**src/rtl/seq_multiplier.sv**
```systemverilog
// seq_multiplier: unsigned shift-and-add multiplier iterating WIDTH cycles through one prefix adder.
`timescale 1ps / 100fs

module adder #(
    parameter int width = 32,
    parameter int DELAY = 50
) (
    input  logic [width-1:0] A,
    input  logic [width-1:0] B,
    input  logic             Cin,
    output logic [width-1:0] sum
);
    localparam int L = $clog2(width);
    if (DELAY < 0) begin : g_bad_delay
        $error("adder: DELAY must be non-negative");
    end
    // Kogge-Stone levels: each level doubles the span of its group generate/propagate.
    for (genvar l = 0; l <= L; l++) begin : lv
        logic [width-1:0] g, p;
        if (l == 0) begin : b0
            assign g = A & B;
            assign p = A ^ B;
        end else begin : bn
            localparam int D = 1 << (l - 1);
            assign g = lv[l-1].g | (lv[l-1].p & (lv[l-1].g << D));
            assign p = lv[l-1].p & ~((~lv[l-1].p) << D);
        end
    end
    logic [width-1:0] c;
    logic             unused_cout;
    assign c = {lv[L].g[width-2:0] | (lv[L].p[width-2:0] & {(width-1){Cin}}), Cin};
    assign sum = lv[0].p ^ c;
    assign unused_cout = lv[L].g[width-1] | lv[L].p[width-1];
endmodule

module seq_multiplier #(
    parameter int WIDTH = 32,
    parameter int DELAY = 50
) (
    input  logic               clk,
    input  logic               rst_n,
    input  logic               start,
    input  logic [WIDTH-1:0]   a,
    input  logic [WIDTH-1:0]   b,
    output logic               busy,
    output logic               done,
    output logic [2*WIDTH-1:0] product
);
    localparam int CW = $clog2(WIDTH) + 1;
    localparam logic [1:0] IDLE = 2'd0;
    localparam logic [1:0] RUN  = 2'd1;
    localparam logic [1:0] DONE = 2'd2;
    logic [1:0]       state;
    logic [WIDTH-1:0] mcand, acc_hi, acc_lo;
    logic [CW-1:0]    count;
    logic [WIDTH:0]   sum;
    logic [2*WIDTH-1:0] next_acc;
    adder #(.width(WIDTH + 1), .DELAY(DELAY)) u_adder (
        .A   ({1'b0, acc_hi}),
        .B   (acc_lo[0] ? {1'b0, mcand} : '0),
        .Cin (1'b0),
        .sum (sum)
    );
    // The sum's top bit is the carry-out; shifting it in keeps the exact 2*WIDTH product.
    assign next_acc = {sum, acc_lo[WIDTH-1:1]};
    always_ff @(posedge clk or negedge rst_n) begin
        if (!rst_n) begin
            state   <= IDLE;
            busy    <= 1'b0;
            done    <= 1'b0;
            product <= '0;
            mcand   <= '0;
            acc_hi  <= '0;
            acc_lo  <= '0;
            count   <= '0;
        end else begin
            case (state)
                IDLE: if (start) begin
                    mcand  <= a;
                    acc_hi <= '0;
                    acc_lo <= b;
                    count  <= '0;
                    busy   <= 1'b1;
                    state  <= RUN;
                end
                RUN: begin
                    {acc_hi, acc_lo} <= next_acc;
                    count <= count + 1'b1;
                    if (count == CW'(WIDTH - 1)) begin
                        product <= next_acc;
                        busy    <= 1'b0;
                        done    <= 1'b1;
                        state   <= DONE;
                    end
                end
                DONE: begin
                    done  <= 1'b0;
                    state <= IDLE;
                end
                default: state <= IDLE;
            endcase
        end
    end
endmodule
```
**config.mk**
```make
export PLATFORM = sky130hd
export DESIGN_NAME = seq_multiplier
export DESIGN_NICKNAME = d
export VERILOG_FILES = /design/src/rtl/seq_multiplier.sv
export SDC_FILE = /design/constraint.sdc
export NUM_CORES = 1
export LEC_CHECK = 0
export ABC_AREA = 1
export CAP_MARGIN = 15
export CORE_ASPECT_RATIO = 0.5
export CORE_MARGIN = 10
export CORE_UTILIZATION = 57
export CTS_CLUSTER_SIZE = 10
export DETAILED_ROUTE_END_ITERATION = 12
export GPL_TIMING_DRIVEN = 1
export PLACE_DENSITY = 0.81
export SLEW_MARGIN = 0
export SYNTH_ARGS = -nofsm -noshare
export SYNTH_HDL_FRONTEND = slang
export SYNTH_SLANG_ARGS = --single-unit
```
**constraint.sdc**
```tcl
create_clock -name clk -period 6.25 [get_ports clk]
set_clock_uncertainty 0.1 [all_clocks]
set_input_delay 0.9375 -clock clk [delete_from_list [all_inputs] [get_ports clk]]
set_output_delay 0.9375 -clock clk [all_outputs]
set_load 0.02 [all_outputs]
```
==> results of run 1 <==
==> cells in the mapped netlist <==
library cell,instances,area [µm²]
nand2_1,500,1880
inv_1,184,691
dfrtp_1,170,4250
nand3_1,66,330
a21oi_1,52,260
nor2_1,51,191
o21ai_2,34,298
ha_1,33,413
o22ai_1,33,206
o21ai_0,21,105
clkbuf_1,19,71.3
xnor2_1,12,105
buf_6,11,124
o21ai_1,10,50.1
buf_2,7,35.0
nor3_1,5,25.0
buf_1,4,15.0
inv_2,3,11.3
nand3b_1,3,22.5
nand4_1,3,18.8
o21bai_1,3,22.5
a22o_1,2,17.5
nor2_2,2,12.5
nor2_4,2,22.5
or2_2,2,12.5
xor2_1,2,17.5
a21o_1,1,7.51
a31oi_1,1,6.26
buf_4,1,7.51
fa_1,1,20.0
nand2_2,1,6.26
==> final cells by class <==
cell class                 count  share of cell area (%)
clock buffer                  17                    3.77
clock inverter                15                    1.82
inverter                     187                    6.24
multi-input combinational    840                    35.9
sequential                   170                    37.7
tap                          221                    2.45
timing repair buffer         139                    12.2
==> state kept, by name, summed over array words and instances (netlist names) <==
| name | count |
|---|---|
| acc_hi | 32 |
| acc_lo | 32 |
| busy | 1 |
| count | 6 |
| done | 1 |
| mcand | 32 |
| product | 64 |
| state | 2 |
==> metal layers <==
metal  up-vias  part of all wire (%)  wire length [µm]  track usage, %
met5         -                     0                 0               0
li1       4074                     -                 -               -
met3        26                   6.0              1520            3.67
met1      3871                    47             12000            31.8
met4         0                   1.3               332            5.90
met2       260                    45             11500            37.2
==> cells in the final DEF, fill, tap and decap left out, types with 2 or more instances in the layout <==
master and n:
nor2_4 3, inv_6 2, xnor2_1 12, o22ai_1 33
nand2_2 2, inv_8 4, o21ai_0 21, dfrtp_1 170
or2_2 2, buf_4 7, inv_2 2, o21ai_2 34
o21ai_1 10, o21bai_1 3, a21oi_1 52, nor2_1 51
inv_1 184, clkbuf_16 17, clkinvlp_4 2, a22o_1 2
nand2_1 499, nand4_1 3, ha_1 33, clkdlybuf4s50_1 131
xor2_1 2, clkinv_8 6, nor3_1 5, nand3_1 66
nand3b_1 3
==> metrics by stage <==
stage | instances | instance area (µm²) | power [W] | setup WS, ns
6_report | 1589 | 11300 | 0.00667 | 2.45
5_1_grt | 1589 | 11300 | 0.00723 | 2.18
4_1_cts | 1589 | 11300 | 0.00668 | 2.46
3_5_place_dp | 1557 | 10700 | 0.00553 | 2.01
3_3_place_gp | 1557 | 10700 | 0.00541 | 2.12
2_1_floorplan | 1239 | 9260 | 0.00440 | 3.95
==> power by group through the flow <==
stage | registers [W] | logic [W] | clock network [W]
3_3_place_gp | 0.00193 | 0.00348 | 0
4_1_cts | 0.00194 | 0.00362 | 0.00112
2_1_floorplan | 0.00210 | 0.00230 | 0
6_report | 0.00194 | 0.00362 | 0.00111
3_5_place_dp | 0.00195 | 0.00359 | 0
5_1_grt | 0.00200 | 0.00407 | 0.00116
==> worst max-delay path by stage <==
stage / start / endpoint / slack [ns] / cells past startpoint
floorplan: acc_lo[0] / acc_hi[15] / 3.95 / 14
global placement: start / acc_lo[13] / 2.12 / 7
detailed placement: start / acc_hi[9] / 2.01 / 8
CTS: start / acc_lo[27] / 2.46 / 7
global route: start / acc_hi[8] / 2.18 / 8
finish: start / acc_lo[22] / 2.45 / 7
==> kinds of logic (layout without fill, tap and decap cells) <==
family,Yosys count,count (layout)
adders and majority gates,34,34
AOI/OAI and AO/OA,157,157
buffers and inverters,229,358
and+or+nand+nor,635,635
DFF,170,170
xor gates and xnor gates,14,14
==> worst register-to-register path: cells and delay by family, from the launching register on <==
kind	cells	cell delay, ns
AND/OR/NAND/NOR	3	0.89
flip-flops	1	0.37
AO/OA/AOI/OAI	1	0.16
buffers and inverters	3	1.64
==> run metrics, run 1 <==
Slew Limit Fails 0; RSZ-0062 raised after global routing false; DRT iter0 DRCs approximately 530; Post-CTS Hold Fix Bufs 0; Leak approximately 6.1 nW; combinational family with the most area after synthesis simple AND/OR/NAND/NOR gates; total power per unit cell area roughly 590 nW/µm²; GRT Total Usage between 20% and 30%; proportion of synthesized chip area in sequential cells between 40 and 50%; H-Tree Depth 4; Reg area 4250 µm²; CTS tree yes; post-CTS setup buffers 0; Arr. time, crit path 3.99 ns; Simple-Gate Fraction of Synth Area around 27%; n_diodes 0; mapped cell area about 9300 µm²; initial antenna violation count 0; WL final 25400 µm; latest clock arrival within the worst-skew pair roughly 0.43 ns; Root Buffer clkbuf_16; drt pass-1 iters 7; Critical Path RT about 6.5 ns; WHS Path Cells 2; r2r endpoint acc_lo[22]; Max Freq 263 MHz; worst vdd ir just over 0.3 mV; WP buf/inv 4; clock network fraction of total power 16.6%; Avg Inst Size Synth between 7 and 8 µm²; critical path class in2reg; remaining antenna violation count after routing 0; cts repair resizes 0; slowest stage delay, CP slightly below 0.8 ns; placer congestion estimate between 0.9 and 1; Min Hold Slack between 0.3 and 0.4 ns; routed via count between 8000 and 9000; initial core utilization between 50% and 60%; vias in the first global route ~8000; total of warnings raised by yosys 0; most used cell, CP buf_4; period utilization between 60% and 70%; Net Sw Frac between 40% and 50%; first-pass GRT wire length 41000 µm; Die X 200 µm; setup TNS 0 ns; Synth Area in Adders under 10%; Worst R2R Start state[0]; maxcap violations 0; Seq pwr share just under 30%; Register-to-Register Path Depth 7; largest net degree at the start of global routing 100; IO Port Bufs between 100 and 150; Layout Utilization roughly 72%; Setup crit end kind register; Final Hold Violating Endpoints 0; multi-input logic area 4060 µm²; combinational group share of total power a little over half; DRC Markers 0; reg-to-reg slack, setup 2.97 ns; post-synthesis instance total 1239; xor and xnor area share after synthesis approximately 1.3%; P_sw 0.00310 W; CP startpoint kind primary input; family with the most delay on the worst path buffers and inverters; Final min period 3.80 ns; area delta synth->final 22.0%; CTS Buf Count 17; CP max FO 67; Worst Hold Endpoint product[59]; post-synthesis mux area share 0%; Critical Path Slowest Stage Cell nor2_4; die area 22000 µm²; final count of negative-setup-slack endpoints 0; Avg Vias per Cell just over 5; crit-path cells clkdlybuf4s50_1 > nand2_2 > buf_4 > inv_2 > nor2_4 > buf_4 > a21oi_1; share of layout cells above drive strength 1 6.21%; CTS Buffer Depth 2; worst hold start product[59]; internal power approximately 0.0036 W; Syn Nets ~1300; Cell Rows 32; GRT overflow 0; hpwl dp about 18000 µm; Sink Count 170; Compound-Gate Fraction of Synth Area a little over a tenth; status finished, final reports clean; number of synthesized register bits 170; DIE HEIGHT approximately 110 µm; WL per Instance between 15 and 20 µm; fillcell total between 1000 and 1500; io pins 133; count of unique library cells instantiated by Yosys 31; actual slew at the worst max-slew pin about 1.1 ns; Hold Path Class reg2reg; slew margin rel. a little under a quarter; Core Area 15700 µm²; Clock transition at path regs ~0.08 ns; Final #Nets around 1500
Power figures use the tool's default switching activity.
==> run 2, diff against run 1 <==
--- a/config.mk
+++ b/config.mk
@@ -9,11 +9,11 @@
 export CAP_MARGIN = 15
 export CORE_ASPECT_RATIO = 0.5
 export CORE_MARGIN = 10
-export CORE_UTILIZATION = 57
+export CORE_UTILIZATION = 50
 export CTS_CLUSTER_SIZE = 10
 export DETAILED_ROUTE_END_ITERATION = 12
 export GPL_TIMING_DRIVEN = 1
-export PLACE_DENSITY = 0.81
+export PLACE_DENSITY = 0.75
 export SLEW_MARGIN = 0
 export SYNTH_ARGS = -nofsm -noshare
 export SYNTH_HDL_FRONTEND = slang
==> constraint.sdc (replaced) <==
create_clock -name clk -period 3.1 [get_ports clk]
set_clock_uncertainty 0.1 [all_clocks]
set_input_delay 0.465 -clock clk [delete_from_list [all_inputs] [get_ports clk]]
set_output_delay 0.465 -clock clk [all_outputs]
set_load 0.02 [all_outputs]
==> run metrics, run 2 (synthesis results as in run 1) <==
status finished, final reports clean; critical path class reg2reg; Slew Limit Fails 0 (unchanged); die area 24700 µm² (+12%); Post-CTS Hold Fix Bufs 1 (+1); RSZ-0062 raised after global routing false; Cell Rows 35 (+9.4%); remaining antenna violation count after routing 0 (unchanged); CTS tree yes; CTS Buf Count 17 (unchanged); IO Port Bufs 132 (unchanged); drt pass-1 iters 6 (-1); Arr. time, crit path 2.86 ns (-1.13 ns); largest register by flop count product; placed insts 1582 (+1.6%); CP startpoint kind register; final instance count without filler cells 1615 (+1.6%); Final min period around 2.6 ns; CTS Buffer Depth 2 (unchanged); final count of negative-setup-slack endpoints 0 (unchanged); setup TNS 0 ns (unchanged); hpwl dp 18100 µm (-0.29%); most frequent cells in the layout 499 x nand2_1, 184 x inv_1, 170 x dfrtp_1; Min Hold Slack 0.371 ns (-0.0110 ns); CP max FO 13 (-81%); actual slew at the worst max-slew pin 0.759 ns (-0.387 ns); initial core utilization 50.6% (-8.6 points); vias in the first global route 8286 (+3.2%); Critical Path RT 3.32 ns (-3.13 ns); latest clock arrival within the worst-skew pair 0.43 ns (about the same); Placed Area 10800 µm² (+1.1%); Clock transition at path regs 0.08 ns (about the same); Leak 6.16 nW (+0.66%); first-pass GRT wire length 41600 µm (+1.3%); DRT iter0 DRCs 645 (+21%); Sink Count 170 (unchanged); maxcap violations 0 (unchanged); area delta synth->final 22.9%; Setup crit end kind register; power consumption 0.0134 W (+100%); routed via count 8247 (+0.19%); Root Buffer clkbuf_16; Hold Path Class reg2reg; DRC Markers 0 (unchanged); WL per Instance 15.7 µm (-1.5%); final instance area 11400 µm² (+0.74%); Final Hold Violating Endpoints 0 (unchanged); WL final 25400 µm (+0.15%); post-CTS setup buffers 0 (unchanged); total power per unit cell area 1180 nW/µm² (+100%); largest net degree at the start of global routing 71 (-29%); GRT Total Usage 20.9% (-2.0 points); H-Tree Depth 4 (unchanged); DIE HEIGHT 116 µm (+5.5%); initial antenna violation count 0 (unchanged); period utilization between 80 and 90%; slew margin rel. 49.4% (+26 points); cts repair resizes 0 (unchanged); worst vdd ir 0.499 mV (+64%); Core Area 18300 µm² (+17%); Final #Nets 1463 (+0.48%); share of layout cells above drive strength 1 6.55% (+0.33 points); most common cell after layout, fill and taps aside nand2_1; placer congestion estimate 0.948 (+1.8%); io pins 133 (unchanged); max reg flops 64 (unchanged); Die X 212 µm (+6.1%); Max Freq approximately 380 MHz; GRT overflow 0 (unchanged); Avg Vias per Cell 5.11 (-1.4%); n_diodes 0 (unchanged)
-- run 2: changes by cell type in the layout (fill, tap and decap cells not counted), sizes merged --
cell / change
clkbuf: +1
buf: +6
inv: +2
dlygate4sd3: +1
clkinvlp: -1
clkinv: -2
-- run 2: cell type report --
type                    count  area (µm²)
repair buffers            146        1480
well taps                 240         300
flip-flops and latches    170        4250
clock inverters            14         156
multi-input cells         840        4060
clock buffers              18         429
fillers                  1652        6930
inverters                 187         704
-- run 2: path summary, 6_finish.rpt --
path / end / start / slack (ns) / cells after the start
min in group asynchronous: acc_lo[12] / rst_n / 0.51 / 2
max: acc_hi[15] / acc_lo[0] / 0.46 / 14
max reg2reg: acc_hi[15] / acc_lo[0] / 0.46 / 14
max in group asynchronous: mcand[19] / rst_n / 1.65 / 3
min reg2reg: busy / busy / 0.37 / 2
min: busy / busy / 0.37 / 2
-- run 2: report_power, final --
part | switching, W | total, W | internal, W | leakage (nW)
logic | 0.00459 | 0.00733 | 0.00274 | 3.75
registers | 0.000615 | 0.00392 | 0.00331 | 2.12
clock network | 0.00101 | 0.00216 | 0.00115 | 0.286
total | 0.00622 | 0.0134 | 0.00720 | 6.16
-- run 2: per-layer routing --
layer	vias to the layer above	global-route usage (%)	wire length, µm
met5	-	0	0
met3	21	4.74	1830
met2	266	34.8	11600
met1	3871	27.3	11700
li1	4089	-	-
met4	0	5.06	238
-- run 2: worst max-delay path, cell delays in order, from the launching register on --
cell and delay (ns):
dfrtp_1 0.38, buf_4 0.18, nand2_1 0.07, inv_1 0.04, ha_1 0.22, fa_1 0.49, nand3_1 0.10, nand3_1 0.15
nand2_1 0.10, nand2_1 0.12, nand2_1 0.09, nand2_1 0.07, or2_2 0.29, nand3_1 0.07, nand2_1 0.06
-- run 2: per-stage QoR --
stage	setup slack [ns]	utilization (%)
2_1_floorplan	0.803	-
3_3_place_gp	0.565	58.9
3_5_place_dp	0.508	58.9
4_1_cts	0.485	62.2
5_1_grt	0.288	62.2
6_report	0.457	62.2
==> run 3, diff against run 2 <==
--- a/config.mk
+++ b/config.mk
@@ -6,9 +6,10 @@
 export NUM_CORES = 1
 export LEC_CHECK = 0
 export ABC_AREA = 1
+export ABC_CLOCK_PERIOD_IN_PS = 3100
 export CAP_MARGIN = 15
 export CORE_ASPECT_RATIO = 0.5
-export CORE_MARGIN = 10
+export CORE_MARGIN = 2
 export CORE_UTILIZATION = 50
 export CTS_CLUSTER_SIZE = 10
 export DETAILED_ROUTE_END_ITERATION = 12
==> constraint.sdc (replaced) <==
create_clock -name clk -period 3.1 [get_ports clk]
set_clock_uncertainty 0.1 [all_clocks]
set_input_delay 0.465 -clock clk [delete_from_list [all_inputs] [get_ports clk]]
set_output_delay 0.465 -clock clk [all_outputs]
set_load 0.01 [all_outputs]
==> run metrics, run 3 (synthesis results as in run 1) <==
Arr. time, crit path 2.84 ns (-0.02 ns); post-CTS setup buffers 0 (unchanged); Final Hold Violating Endpoints 0 (unchanged); RSZ-0062 raised after global routing false; n_diodes 0 (unchanged); cts repair resizes 0 (unchanged); placer congestion estimate 0.949 (+0.16%); initial core utilization 50.7% (+0.12 points); remaining antenna violation count after routing 0 (unchanged); area delta synth->final 22.8% (about the same); share of layout cells above drive strength 1 6.69% (+0.14 points); Cell Rows 35 (unchanged); hpwl dp 17500 µm (-3.2%); most frequent cells in the layout 499 x nand2_1, 184 x inv_1, 170 x dfrtp_1; Post-CTS Hold Fix Bufs 1 (unchanged); Slew Limit Fails 0 (unchanged); setup TNS 0 ns (unchanged); CP max FO 22 (+9); Die X 196 µm (-7.5%); Final min period 2.62 ns (-0.0229 ns); most common cell after layout, fill and taps aside nand2_1; period utilization 84.5% (-0.74 points); latest clock arrival within the worst-skew pair 0.43 ns (about the same); WL final 24500 µm (-3.5%); WP buf/inv 2 (unchanged); Avg Vias per Cell 5.04 (-1.2%); CTS tree yes; GRT overflow 0 (unchanged); die area 19700 µm² (-20%); total power per unit cell area 1150 nW/µm² (-2.5%); Root Buffer clkbuf_16; DRC Markers 0 (unchanged); Critical Path Slowest Stage Cell fa_1; most used cell, CP nand2_1; DIE HEIGHT 100 µm (-14%); Max Freq 382 MHz (+0.87%); drt pass-1 iters 5 (-1); CTS Buffer Depth 2 (unchanged); WL per Instance 15.2 µm (-3.6%); fillcell total 1636 (-0.97%); routed via count 8152 (-1.2%); first-pass GRT wire length 40200 µm (-3.5%); critical path class reg2reg; family with the most delay on the worst path simple AND/OR/NAND/NOR gates; DRT iter0 DRCs 448 (-31%); crit-path cells buf_4 > nand2_1 > inv_1 > ha_1 > fa_1 > nand3_1 > nand3_1 > nand2_1 > nand2_1 > nand2_1 > nand2_1 > or2_2 > nand3_1 > nand2_1; CTS Buf Count 17 (unchanged); maxcap violations 0 (unchanged); status finished, final reports clean; Sink Count 170 (unchanged); final count of negative-setup-slack endpoints 0 (unchanged); CP startpoint kind register; io pins 133 (unchanged); Leak 6.15 nW (-0.11%); actual slew at the worst max-slew pin 0.755 ns (-0.00436 ns); largest register by flop count product; Core Area 18300 µm² (-0.24%); Hold Path Class reg2reg; placed insts 1583 (+0.063%); GRT Total Usage 26.0% (+5.1 points); H-Tree Depth 4 (unchanged); vias in the first global route 7873 (-5.0%); worst vdd ir 0.504 mV (+1.0%); Clock transition at path regs 0.07 ns (about the same); slew margin rel. 49.7% (+0.29 points); slowest stage delay, CP 0.47 ns (-0.02 ns); max reg flops 64 (unchanged); initial antenna violation count 0 (unchanged); Critical Path RT 3.32 ns (about the same); final instance count without filler cells 1616 (+0.062%); Setup crit end kind register; IO Port Bufs 132 (unchanged); Final #Nets 1464 (+0.068%); largest net degree at the start of global routing 77 (+8.5%)
## run 3: layer usage
| metal | vias up | global-route usage (%) | routed length, µm |
|---|---|---|---|
| met2 | 228 | 41.1 | 10900 |
| met4 | 0 | 6.82 | 332 |
| met5 | - | 0 | 0 |
| met3 | 25 | 4.44 | 1180 |
| li1 | 4096 | - | - |
| met1 | 3803 | 37.3 | 12100 |
## run 3: path summary, 6_finish.rpt
check	endpoint	startpoint	slack, ns	cells after the start
setup / recovery	product[47]	acc_lo[0]	0.48	14
hold / removal	product[31]	product[31]	0.38	2
setup reg to reg	product[47]	acc_lo[0]	0.48	14
hold reg to reg	product[31]	product[31]	0.38	2
max in group asynchronous	acc_hi[17]	rst_n	1.47	3
min in group asynchronous	product[13]	rst_n	0.53	2
## run 3: through the flow
step	worst slack, ns	instance area (µm²)	hold slack (ns)	utilization (%)	power, W
2_1_floorplan	0.803	9260	0.0694	-	0.00860
3_5_place_dp	0.484	10800	0.364	59.0	0.0109
6_report	0.479	11400	0.379	62.3	0.0131
4_1_cts	0.473	11400	0.381	62.3	0.0131
5_1_grt	0.260	11400	0.406	62.3	0.0142
3_3_place_gp	0.567	10800	0.355	59.0	0.0108
## run 3: worst min-delay path: cells and delay by family (launching register included)
family	cells	cell delay, ns
simple gates	2	0.10
flops	1	0.35
## run 3: where the power goes
group          leakage, nW  switching [W]  internal (W)
logic                 3.75        0.00430       0.00274
registers             2.12       0.000614       0.00331
clock network        0.280        0.00101       0.00111
total                 6.15        0.00592       0.00716
## run 3: layout make-up
type	instances	area (µm²)	share of cell area, %
clock buffer	19	453	3.98
clock inverter	13	126	1.11
inverter	187	704	6.20
multi-input combinational	840	4060	35.7
sequential	170	4250	37.4
tap	240	300	2.64
timing repair buffer	147	1480	13.0
